`config.mk`:
```
export PLATFORM = sky130hd
export DESIGN_NAME = silife_step_scheduler_flat
export DESIGN_NICKNAME = d
export VERILOG_FILES = /design/src/rtl/silife_step_scheduler_pkg.sv /design/src/rtl/silife_step_scheduler_if.sv /design/src/rtl/silife_step_scheduler_period_timer.sv /design/src/rtl/silife_step_scheduler.sv /design/src/flat_wrapper.sv
export SDC_FILE = /design/constraint.sdc
export NUM_CORES = 1
export LEC_CHECK = 0
export CORE_MARGIN = 8
export CORE_UTILIZATION = 56
export DETAILED_ROUTE_END_ITERATION = 10
export HOLD_SLACK_MARGIN = 0.12
export PLACE_DENSITY = 0.87
export SETUP_SLACK_MARGIN = 0.3
export SYNTH_ARGS = -nofsm -noshare
export SYNTH_HDL_FRONTEND = slang
export SYNTH_SLANG_ARGS = --single-unit
```
`constraint.sdc`:
```
create_clock -name clk -period 8.73 [get_ports clk]
set_clock_uncertainty 0.15 [all_clocks]
set_input_delay 1.746 -clock clk [delete_from_list [all_inputs] [get_ports clk]]
set_output_delay 1.746 -clock clk [all_outputs]
set_load 0.02 [all_outputs]
```
`src/rtl/silife_step_scheduler_pkg.sv`:
```
// Shared types and constants for the silife generation step scheduler.
package silife_pkg;

    typedef enum logic [1:0] {
        S_IDLE = 2'd0,
        S_WAIT = 2'd1,
        S_HOLD = 2'd2,
        S_FIRE = 2'd3
    } sched_state_t;

    localparam int DEF_PERIOD_WIDTH = 16;
    localparam int DEF_GEN_WIDTH    = 32;

    // Shortest legal step period; guarantees o_step is never high two cycles running.
    localparam int MIN_PERIOD       = 2;

endpackage

```
`src/rtl/silife_step_scheduler_if.sv`:
```
// Control-side bundle between the register file and the step scheduler.
interface silife_step_scheduler_if #(
    parameter int PERIOD_WIDTH = 16,
    parameter int GEN_WIDTH    = 32
);
    logic                    i_run;
    logic                    i_step;
    logic [PERIOD_WIDTH-1:0] i_period;
    logic [GEN_WIDTH-1:0]    i_gen_limit;
    logic                    i_clear_gen;
    logic                    i_frame_sync;
    logic                    i_frame_done;
    logic                    i_bus_busy;
    logic                    o_step;
    logic [GEN_WIDTH-1:0]    o_generation;
    logic                    o_running;
    logic                    o_limit_hit;

    modport master (
        output i_run, i_step, i_period, i_gen_limit, i_clear_gen,
               i_frame_sync, i_frame_done, i_bus_busy,
        input  o_step, o_generation, o_running, o_limit_hit
    );

    modport slave (
        input  i_run, i_step, i_period, i_gen_limit, i_clear_gen,
               i_frame_sync, i_frame_done, i_bus_busy,
        output o_step, o_generation, o_running, o_limit_hit
    );
endinterface

```
`src/rtl/silife_step_scheduler_period_timer.sv`:
```
// Down-counter for the step period: load N-1, count to zero, flag one expiry cycle.
module silife_period_timer
    import silife_pkg::*;
#(
    parameter int PERIOD_WIDTH = DEF_PERIOD_WIDTH
) (
    input  logic                    clk,
    input  logic                    reset,
    input  logic                    load,
    input  logic [PERIOD_WIDTH-1:0] load_val,
    output logic                    expire
);

    logic [PERIOD_WIDTH-1:0] count;
    logic                    armed;

    // armed drops after the expiry cycle so a parked zero count does not re-fire
    assign expire = armed && (count == '0);

    always_ff @(posedge clk or negedge reset) begin
        if (!reset) begin
            count <= '0;
            armed <= 1'b0;
        end else if (load) begin
            count <= load_val;
            armed <= 1'b1;
        end else begin
            if (count != '0)
                count <= count - 1'b1;
            if (expire)
                armed <= 1'b0;
        end
    end

endmodule

```
`src/rtl/silife_step_scheduler.sv`:
```
// Generation sequencer: paces one-cycle matrix step pulses, gated by bus and frame activity.
module silife_step_scheduler
    import silife_pkg::*;
#(
    parameter int PERIOD_WIDTH = DEF_PERIOD_WIDTH,
    parameter int GEN_WIDTH    = DEF_GEN_WIDTH
) (
    input  logic                   clk,
    input  logic                   reset,
    silife_step_scheduler_if.slave bus
);

    sched_state_t            state;
    sched_state_t            state_nx;
    logic                    step_pending;
    logic                    frame_seen;
    logic                    step_q;
    logic [GEN_WIDTH-1:0]    generation;
    logic                    limit_hit;

    logic                    timer_load;
    logic                    pend_set;
    logic                    timer_expire;
    logic                    gate_open;
    logic                    limit_now;
    logic [PERIOD_WIDTH-1:0] period_eff;
    logic [PERIOD_WIDTH-1:0] load_val;
    logic [GEN_WIDTH-1:0]    gen_inc;

    assign period_eff = (bus.i_period < PERIOD_WIDTH'(MIN_PERIOD)) ?
                        PERIOD_WIDTH'(MIN_PERIOD) : bus.i_period;
    assign load_val   = period_eff - 1'b1;

    assign gate_open  = !bus.i_bus_busy && (!bus.i_frame_sync || frame_seen);
    assign gen_inc    = generation + 1'b1;
    // A clear landing on the FIRE cycle wins, so the limit is not evaluated then.
    assign limit_now  = !step_pending && !bus.i_clear_gen &&
                        (bus.i_gen_limit != '0) && (gen_inc == bus.i_gen_limit);

    silife_period_timer #(
        .PERIOD_WIDTH(PERIOD_WIDTH)
    ) u_timer (
        .clk     (clk),
        .reset   (reset),
        .load    (timer_load),
        .load_val(load_val),
        .expire  (timer_expire)
    );

    // The timer reloads on entry to FIRE so the FIRE cycle counts toward the next period.
    always_comb begin
        state_nx   = state;
        timer_load = 1'b0;
        pend_set   = 1'b0;
        case (state)
            S_IDLE: begin
                if (bus.i_run && !limit_hit) begin
                    state_nx   = S_WAIT;
                    timer_load = 1'b1;
                end else if (bus.i_step && !bus.i_run) begin
                    state_nx = S_HOLD;
                    pend_set = 1'b1;
                end
            end
            S_WAIT: begin
                if (!bus.i_run) begin
                    state_nx = S_IDLE;
                end else if (timer_expire) begin
                    if (gate_open) begin
                        state_nx   = S_FIRE;
                        timer_load = 1'b1;
                    end else begin
                        state_nx = S_HOLD;
                    end
                end
            end
            S_HOLD: begin
                if (!step_pending && !bus.i_run) begin
                    state_nx = S_IDLE;
                end else if (gate_open) begin
                    state_nx   = S_FIRE;
                    timer_load = 1'b1;
                end
            end
            S_FIRE: begin
                if (!step_pending && bus.i_run && !limit_now)
                    state_nx = S_WAIT;
                else
                    state_nx = S_IDLE;
            end
            default: state_nx = S_IDLE;
        endcase
    end

    always_ff @(posedge clk or negedge reset) begin
        if (!reset) begin
            state        <= S_IDLE;
            step_pending <= 1'b0;
            frame_seen   <= 1'b0;
            step_q       <= 1'b0;
            generation   <= '0;
            limit_hit    <= 1'b0;
        end else begin
            state  <= state_nx;
            step_q <= (state_nx == S_FIRE);

            if (pend_set)
                step_pending <= 1'b1;
            else if (state == S_FIRE)
                step_pending <= 1'b0;

            if (bus.i_frame_done)
                frame_seen <= 1'b1;
            else if (state == S_FIRE)
                frame_seen <= 1'b0;

            if (bus.i_clear_gen) begin
                generation <= '0;
                limit_hit  <= 1'b0;
            end else if (state == S_FIRE) begin
                generation <= gen_inc;
                if (limit_now)
                    limit_hit <= 1'b1;
            end
        end
    end

    assign bus.o_step       = step_q;
    assign bus.o_generation = generation;
    assign bus.o_limit_hit  = limit_hit;
    assign bus.o_running    = (state != S_IDLE) && !step_pending;

endmodule
```
`src/flat_wrapper.sv`:
```
// flat-port wrapper written by rule: the top's interface ports become plain ports
module silife_step_scheduler_flat import silife_pkg::*;
#(
    parameter int PERIOD_WIDTH = DEF_PERIOD_WIDTH,
    parameter int GEN_WIDTH    = DEF_GEN_WIDTH
)
  (clk, reset, bus_i_run, bus_i_step, bus_i_period, bus_i_gen_limit, bus_i_clear_gen, bus_i_frame_sync, bus_i_frame_done, bus_i_bus_busy, bus_o_step, bus_o_generation, bus_o_running, bus_o_limit_hit);
  silife_step_scheduler_if #(.PERIOD_WIDTH(PERIOD_WIDTH), .GEN_WIDTH(GEN_WIDTH)) bus_i ();
  input  logic clk;
  input  logic reset;
  input wire logic [$bits(bus_i.i_run)-1:0] bus_i_run;
  input wire logic [$bits(bus_i.i_step)-1:0] bus_i_step;
  input wire logic [$bits(bus_i.i_period)-1:0] bus_i_period;
  input wire logic [$bits(bus_i.i_gen_limit)-1:0] bus_i_gen_limit;
  input wire logic [$bits(bus_i.i_clear_gen)-1:0] bus_i_clear_gen;
  input wire logic [$bits(bus_i.i_frame_sync)-1:0] bus_i_frame_sync;
  input wire logic [$bits(bus_i.i_frame_done)-1:0] bus_i_frame_done;
  input wire logic [$bits(bus_i.i_bus_busy)-1:0] bus_i_bus_busy;
  output wire logic [$bits(bus_i.o_step)-1:0] bus_o_step;
  output wire logic [$bits(bus_i.o_generation)-1:0] bus_o_generation;
  output wire logic [$bits(bus_i.o_running)-1:0] bus_o_running;
  output wire logic [$bits(bus_i.o_limit_hit)-1:0] bus_o_limit_hit;
  assign bus_i.i_run = bus_i_run;
  assign bus_i.i_step = bus_i_step;
  assign bus_i.i_period = bus_i_period;
  assign bus_i.i_gen_limit = bus_i_gen_limit;
  assign bus_i.i_clear_gen = bus_i_clear_gen;
  assign bus_i.i_frame_sync = bus_i_frame_sync;
  assign bus_i.i_frame_done = bus_i_frame_done;
  assign bus_i.i_bus_busy = bus_i_bus_busy;
  assign bus_o_step = bus_i.o_step;
  assign bus_o_generation = bus_i.o_generation;
  assign bus_o_running = bus_i.o_running;
  assign bus_o_limit_hit = bus_i.o_limit_hit;
  silife_step_scheduler #(.PERIOD_WIDTH(PERIOD_WIDTH), .GEN_WIDTH(GEN_WIDTH)) u_core (.clk(clk), .reset(reset), .bus(bus_i));
endmodule
```
==> reports/qor.yml, run 1 <==
status: "finished clean"
io_buffers: 90
overflow: 0
yosysMostFrequentCell: "dfrtp_1"
synth_warnings: 0
place_congestion: 0.960
relSlewSlack_pct: 47.0
die_h_um: 104
ctsRootBufferMaster: "clkbuf_8"
crit_required_ns: 8.82
cellPowerDensity_nw_per_um2: 148
finalHoldViolations: 0
num_vias: 4486
min_period_ns: 4.60
ys_seq_area_share_pct: 31.8
comb_power_share_pct: 32.5
crit_cells: 11
clockBufferDepth: 2
fmax_ghz: 0.218
num_antenna_cells: 0
path_class: "in2reg"
cts_tree: "built"
rows: 32
synth_top_area_cell: "dfrtp_1"
max_cap_viol_count: 0
yosysUniqueCellTypes: 62
drtAntennaViolNets: 0
startpoint_type: "input port"
dp_cells: 696
swShare_pct: 36.1
initial_core_util_pct: 56.8
insertion_delay_ns: 0.31
setup_viol: 0
ys_top_cells_by_count: "dfrtp_1 (55), nand2_1 (47), nor2_1 (47), xnor2_1 (42), xor2_1 (34)"
slew_violations: 0
synth_ff_type: "dfrtp_1"
ir_drop_mv: 0.0831
max_stage_delay_ns: 0.55
netlist_area_um2: 4320
syn_inst: 527
drt-total-wl_um: 13100
finalNonFillerCells: 704
grt_pass1_vias: 4491
cts_resized: 0
synth_edf_count: 0
grt_setup_unrepaired: "no"
coreArea_um2: 7610
endpoint_kind: "flip-flop"
synth-seq-cells: 55
num_io_pins: 91
crit_buf_inv: 1
yosys-top-cells-area: "dfrtp_1 (32%), xnor2_1 (8.5%), xor2_1 (6.9%)"
dp_hpwl_um: 9920
async_reset_ff_share_pct: 100
die_x_um: 104
finalCritPeriodShare_pct: 52.6
timing.critical_path.cells: "clkdlybuf4s50_1, o21ai_0, o32ai_1, nor2b_1, nor2_1, nor3b_1, o21bai_1, ha_1, o221ai_1, xor2_1, o22ai_1"
p_leak_nw: 1.92
worst_slew_pin_slew_ns: 0.788
power.internal_uw: 509
drive_above_1_share_pct: 4.49
grt_pass1_wl_um: 21800
hold_path_class: "reg2reg"
grt_max_degree: 56
synth.net_count: 585
critPathTopFamily: "compound AO/OA/AOI/OAI gates"
yosysTopAreaCellShare_pct: 31.8
grt.total_usage_pct: 23.8
dr.pass1.iters: 5
vias_per_cell: 6.37
hold_buffers: 0
numCtsBuffers: 5
first_iter_violations: 278
setup-tns-final_ns: 0
numClockSinks: 55
fin_nets: 659
seq_power_share_pct: 44.3
arrival_ns: 4.68
pwr-share-clk_pct: 23.2
reg2regPathDepth: 9
cts_setup_buffers: 0
routedWlPerCell_um: 18.7
dieArea_um2: 10800
drc: 0
worstPathMaxFanout: 9
hold_path_depth: 1
cpMaxStageDelayCell: "nor2b_1"
h-tree-depth: 2
syn_area_per_cell_um2: 8.20
clk_pin_slew_ns: 0.11
syn2layout_area_growth_pct: 24.4
power_switching_uw: 287
antenna_found_initial: 0
[stage by stage]
step                setup slack (ns)  utilization (%)  area [um^2]  hold WS [ns]  power [mW]
floorplan                       4.45                -         4320         0.300       0.516
global placement                3.90             69.1         5260         0.323       0.608
detailed placement              3.84             69.1         5260         0.321       0.612
CTS                             4.18             70.7         5380         0.353       0.798
global route                    3.90             70.7         5380         0.366       0.841
finish                          4.13             70.7         5380         0.350       0.796
[per-layer routing]
layer  GRT usage [%]  wire [um]
met1            27.0       5330
met2            43.0       6640
met3            4.46        870
met4            8.69        293
met5               0          0
[path summary, 6_finish.rpt]
kind	from	to	slack (ns)
worst max register to register	u_core.u_timer.count[5]	u_core.u_timer.count[8]	5.09
min in group asynchronous	reset	u_core.u_timer.count[10]	1.42
worst max-delay path	bus_i_run	u_core.u_timer.count[14]	4.13
max in group asynchronous	reset	u_core.bus.o_generation[31]	6.53
worst min register to register	u_core.frame_seen	u_core.frame_seen	0.35
worst min-delay path	u_core.frame_seen	u_core.frame_seen	0.35
[kinds of logic (layout without fill, tap and decap cells)]
| group | after synthesis | after routing | synth area share, % |
|---|---|---|---|
| AND/OR/NAND/NOR | 246 | 246 | 31.3 |
| AO/OA/AOI/OAI | 106 | 106 | 16.4 |
| XOR/XNOR | 76 | 76 | 15.4 |
| flip-flops | 55 | 55 | 31.8 |
| buffers and inverters | 38 | 113 | 3.59 |
| multiplexers | 4 | 4 | 0.926 |
| adder cells (fa/ha/maj) | 2 | 2 | 0.579 |
[layout by cell type (no fill, tap or decap), drive strengths merged, types with 12 or more instances in the layout]
cell / n
a21oi: 28
clkdlybuf4s50: 89
dfrtp: 55
inv: 12
nand2: 47
nand3: 16
nand4: 19
nor2: 47
nor3: 14
nor4: 31
o21ai: 22
o22ai: 12
or3: 15
xnor2: 42
xor2: 34
[worst reg2reg max path, delay by kind of cell (launching register included)]
family / cells / cell delay (ns)
DFF: 1 / 0.44
and+or+nand+nor: 4 / 2.01
adders and majority gates: 1 / 0.32
AOI/OAI and AO/OA: 3 / 0.49
xor gates and xnor gates: 1 / 0.14
[final cells by class]
cell class,instances,area (um^2)
multi-input combinational,434,2790
fill,603,2230
sequential,55,1380
timing repair buffer,93,918
tap,102,128
clock buffer,6,82.6
inverter,12,45.0
clock inverter,2,35.0
[power groups by stage]
stage / clock [mW] / sequential, mW / combinational (mW)
2_1_floorplan: 0 / 0.336 / 0.180
3_3_place_gp: 0 / 0.356 / 0.252
3_5_place_dp: 0 / 0.355 / 0.257
4_1_cts: 0.189 / 0.351 / 0.258
5_1_grt: 0.197 / 0.361 / 0.283
6_report: 0.184 / 0.353 / 0.259
[state kept, by name, indices dropped and copies added (netlist names)]
name and flops:
u_core.state 2, u_core.u_timer.count 16, u_core.bus.o_step 1, u_core.bus.o_generation 32, u_core.step_pending 1, u_core.bus.o_limit_hit 1
u_core.u_timer.armed 1, u_core.frame_seen 1
Note: power is estimated with default switching activity, not from simulation.
==> run 2, diff against run 1 <==
Settings changed: CORE_UTILIZATION 56 to 52, PLACE_DENSITY 0.87 to 0.81.
Clock period 8.73 ns to 4.6 ns, I/O delays scaled along.
==> run 2 against run 1 <==
  * Hold slack better by 0.0084 ns
  * Highest routed layer unchanged
  * Sequential share of layout area down 0.11 points
  * Die area grew 6.5%
  * Non-clock buffer count grew 4
  * Critical path depth is 1 lower
  * Worst setup slack lost 3.2 ns
  * Global-route usage is 0.31 points lower
==> reports/qor.yml, run 2 (synthesis gave the netlist of run 1 again) <==
fmax_ghz: 0.274
cts_setup_buffers: 0
clockBufferDepth: 2
cts_resized: 0
dr.pass1.iters: 5
place_congestion: 0.988
hold_path_depth: 1
r2r-start: "u_core.bus.o_generation[5]"
power.internal_uw: 953
largest_register_ffs: 32
fin_util_pct: 66.4
path_common_cell: "buf_4"
dp_hpwl_um: 10400
first_iter_violations: 295
num_antenna_cells: 0
hold_end: "u_core.frame_seen"
initial_core_util_pct: 53.1
setup-tns-final_ns: 0
p_leak_nw: 1.93
h-tree-depth: 2
ir_drop_mv: 0.142
max_stage_delay_ns: 0.46
r2r-end: "u_core.bus.o_limit_hit"
status: "finished clean"
rows: 33
layout_commonest_cell: "clkdlybuf4s50_1"
fill_cells: 683
setup_viol: 0
drtAntennaViolNets: 0
coreArea_um2: 8130
hold_buffers: 0
drc: 0
finalCritPeriodShare_pct: 79.2
drive_above_1_share_pct: 4.96
cts_tree: "built"
vias_per_cell: 6.32
worst_slew_pin_slew_ns: 0.757
critPathLaunch: "bus_i_run"
ctsRootBufferMaster: "clkbuf_8"
die_x_um: 107
final_cell_mix: "clkdlybuf4s50_1 (89), dfrtp_1 (55), nor2_1 (47), nand2_1 (47), xnor2_1 (42)"
numCtsBuffers: 5
relSlewSlack_pct: 49.4
numClockSinks: 55
timing.critical_path.cells: "clkdlybuf4s50_1, o21ai_0, o32ai_1, nor2b_1, buf_4, nor2_1, buf_4, mux2i_1, a22oi_1, or3_1"
finalHoldViolations: 0
routedWlPerCell_um: 18.8
worstPathMaxFanout: 21
endpoint_kind: "flip-flop"
drt-total-wl_um: 13300
placed_area_um2: 5290
cpMaxStageDelayCell: "clkdlybuf4s50_1"
path_class: "in2reg"
grt.total_usage_pct: 23.4
dieArea_um2: 11500
fin_area_um2: 5400
syn2layout_area_growth_pct: 24.9
min_period_ns: 3.64
swShare_pct: 36.6
finalPower_mw: 1.50
die_h_um: 107
crit_required_ns: 4.64
grt_setup_unrepaired: "no"
hold_path_class: "reg2reg"
clk_pin_slew_ns: 0.10
min_from: "u_core.frame_seen"
reg2reg_slack_ns: 1.08
seq_power_share_pct: 44.8
max_cap_viol_count: 0
grt_pass1_vias: 4511
arrival_ns: 3.68
cellPowerDensity_nw_per_um2: 278
slew_violations: 0
reg2regPathDepth: 7
fin_nets: 663
overflow: 0
io_buffers: 90
num_io_pins: 91
pwr-share-clk_pct: 21.4
comb_power_share_pct: 33.8
power_switching_uw: 550
insertion_delay_ns: 0.31
grt_pass1_wl_um: 22300
num_vias: 4485
startpoint_type: "input port"
antenna_found_initial: 0
grt_max_degree: 34
[run 2: cell count changes in the layout (fill, tap and decap cells not counted), sizes merged]
cell | previous run | this run
clkinvlp | 0 | 1
clkinv | 1 | 0
clkbuf | 6 | 5
buf | 4 | 8
[run 2: worst max path at each step]
stage	to	slack, ns	cells after the start
after detailed placement	u_core.u_timer.count[9]	0.68	10
final	u_core.u_timer.count[9]	0.96	10
after CTS	u_core.u_timer.count[9]	1.02	10
after global placement	u_core.u_timer.count[14]	0.84	12
after global routing	u_core.state[0]	0.75	8
after floorplan	u_core.u_timer.count[8]	1.14	10
[run 2: layout make-up]
| cell class | instances | area (um^2) | area share [%] |
|---|---|---|---|
| clock inverter | 2 | 37.5 | 0.695 |
| timing repair buffer | 97 | 948 | 17.6 |
| tap | 105 | 131 | 2.43 |
| sequential | 55 | 1380 | 25.5 |
| clock buffer | 5 | 68.8 | 1.27 |
| multi-input combinational | 434 | 2790 | 51.7 |
| inverter | 12 | 45.0 | 0.834 |
[run 2: critical path, delay by kind of cell]
kind / cells / cell delay [ns]
buffers and inverters: 3 / 0.94
and+or+nand+nor: 3 / 0.76
muxes: 1 / 0.46
AOI/OAI and AO/OA: 3 / 0.59
[run 2: power by group through the flow]
stage / logic (mW) / registers [mW] / clock network [mW]
2_1_floorplan: 0.342 / 0.638 / 0
3_3_place_gp: 0.498 / 0.676 / 0
3_5_place_dp: 0.500 / 0.677 / 0
4_1_cts: 0.503 / 0.667 / 0.334
5_1_grt: 0.559 / 0.683 / 0.351
6_report: 0.508 / 0.673 / 0.322
[run 2: routing by layer]
| metal | routed length [um] | share of wire (%) | GRT usage, % |
|---|---|---|---|
| met5 | 0 | 0 | 0 |
| met4 | 393 | 2.9 | 9.05 |
| met3 | 984 | 7.4 | 4.62 |
| met2 | 6460 | 48 | 39.3 |
| met1 | 5500 | 41 | 28.9 |
[run 2: per-stage QoR]
stage | worst slack [ns] | cells | hold slack (ns)
after global routing | 0.747 | 710 | 0.386
after CTS | 1.02 | 710 | 0.356
after detailed placement | 0.677 | 703 | 0.326
after floorplan | 1.14 | 527 | 0.300
final | 0.956 | 710 | 0.359
after global placement | 0.836 | 703 | 0.318
==> run 3, diff against run 2 <==
Settings changed: CORE_UTILIZATION 52 to 47, PLACE_DENSITY 0.81 to 0.77.
Clock period 4.6 ns to 3.2 ns, I/O delays scaled along.
==> run 3 against run 2 <==
  * Global-route usage up 0.49 points
  * Combinational power up 93%
  * Routed wire length up 19%
  * First-iteration DRC count up 43%
  * Sequential share of layout area down 3.9 points
  * Core utilization up 5.0 points
  * Die area up 9.0%
  * Cell count up 14%
  * Via count up 12%
  * Non-clock buffer count up 89
  * Critical path type is now reg2reg
  * Largest cell class unchanged
  * Largest power group unchanged
==> reports/qor.yml, run 3 (synthesis gave the netlist of run 1 again) <==
status: "finished clean"
worst_slew_pin_slew_ns: 0.517
hold_path_class: "in2async"
comb_power_share_pct: 39.1
clk_pin_slew_ns: 0.12
syn2layout_area_growth_pct: 49.7
antenna_found_initial: 0
first_iter_violations: 422
p_leak_nw: 2.48
num_io_pins: 91
hold_buffers: 0
vias_per_cell: 6.22
io_buffers: 90
ctsRootBufferMaster: "clkbuf_8"
grt_max_degree: 56
h-tree-depth: 2
rows: 35
numClockSinks: 55
cellPowerDensity_nw_per_um2: 388
drtAntennaViolNets: 0
worstPathMaxFanout: 6
dp_worst_setup_slack_ns: -0.379
drc: 0
slew_violations: 0
startpoint_type: "flip-flop"
endpoint_kind: "flip-flop"
grt.total_usage_pct: 23.9
crit_required_ns: 3.31
fin_ws_ns: 0.310
coreArea_um2: 9060
die_h_um: 112
num_antenna_cells: 0
finalNonFillerCells: 806
die_x_um: 112
place_congestion: 0.917
setup-tns-final_ns: 0
max_cap_viol_count: 0
path_class: "reg2reg"
power.internal_mw: 1.56
routedWlPerCell_um: 19.8
dr.pass1.iters: 5
dieArea_um2: 12500
grt_pass1_vias: 5086
final_cell_mix: "buf_4 (91), clkdlybuf4s50_1 (85), nor2_1 (46), nand2_1 (46), xnor2_1 (41)"
clockBufferDepth: 2
grt_setup_unrepaired: "no"
numCtsBuffers: 5
insertion_delay_ns: 0.32
layout_commonest_cell: "buf_4"
overflow: 0
drive_above_1_share_pct: 25.5
cts_tree: "built"
hold_slack_ns: 0.144
drt-total-wl_um: 15900
finalPower_mw: 2.51
initial_core_util_pct: 47.7
ir_drop_mv: 0.219
setup_viol: 0
finalHoldViolations: 0
min_period_ns: 2.89
seq_power_share_pct: 40.3
swShare_pct: 37.7
dp_cells: 759
arrival_ns: 3.00
num_vias: 5016
dp_hpwl_um: 11200
fin_nets: 752
power_switching_uw: 945
largest_register_ffs: 32
fmax_ghz: 0.346
pwr-share-clk_pct: 20.6
relSlewSlack_pct: 65.2
grt_pass1_wl_um: 24800
finalCritPeriodShare_pct: 90.3
run 3: changes by cell type in the layout (fill, tap and decap cells not counted), moves of 6 or more:
cell	previous run	this run
buf_4	7	91
dfrtp_1	55	38
dfrtp_2	0	17
nor4_1	29	21
nor4_2	1	7
run 3: final cells by class:
cell class	count	area, um^2
clock buffers	6	82.6
clock inverters	2	38.8
fillers	704	2590
inverters	12	45.0
multi-input cells	434	3120
flip-flops and latches	55	1400
well taps	111	139
repair buffers	186	1650
run 3: critical path: stages (launching register included):
cell and delay (ns):
dfrtp_2 0.41, ha_4 0.17, nand4_1 0.16, buf_4 0.20, nor4_4 0.29, buf_4 0.22
and4_1 0.18, o22ai_1 0.07, a2111o_1 0.33, or4_4 0.52, a21oi_2 0.14
run 3: worst paths after layout:
check / startpoint / to / slack (ns) / depth (start not counted)
max: u_core.bus.o_generation[0] / u_core.bus.o_limit_hit / 0.31 / 10
min: reset / u_core.u_timer.count[10] / 0.14 / 2
max reg2reg: u_core.bus.o_generation[0] / u_core.bus.o_limit_hit / 0.31 / 10
min reg2reg: u_core.frame_seen / u_core.frame_seen / 0.42 / 1
max in group asynchronous: reset / u_core.bus.o_generation[27] / 2.45 / 2
min in group clk: u_core.frame_seen / u_core.frame_seen / 0.42 / 1
run 3: timing repair:
action	4_1_cts	5_1_grt
buffers inserted	11	28
endpoints found under the hold margin	0	0
endpoints found under the setup margin	17	13
gates resized for setup	34	39
pin swaps	12	25
run 3: metrics by stage:
step	util (%)	cell area [um^2]
final	71.4	6470
after global routing	71.4	6470
after CTS	67.5	6110
after detailed placement	63.5	5750
after global placement	63.5	5750
after floorplan	-	4400
run 3: routing by layer:
layer  vias up  GRT usage, %  wire (um)
met4         0          14.2        647
met1      2401          26.2       5950
met2       270          41.9       8110
li1       2278             -          -
met5         -             0          0
met3        67          4.92       1220
run 3: power groups by stage:
stage / clock, mW / sequential, mW / combinational, mW
detailed placement: 0 / 0.986 / 0.806
finish: 0.518 / 1.01 / 0.981
global route: 0.551 / 1.03 / 1.05
CTS: 0.526 / 0.989 / 0.890
floorplan: 0 / 0.928 / 0.505
global placement: 0 / 0.977 / 0.779
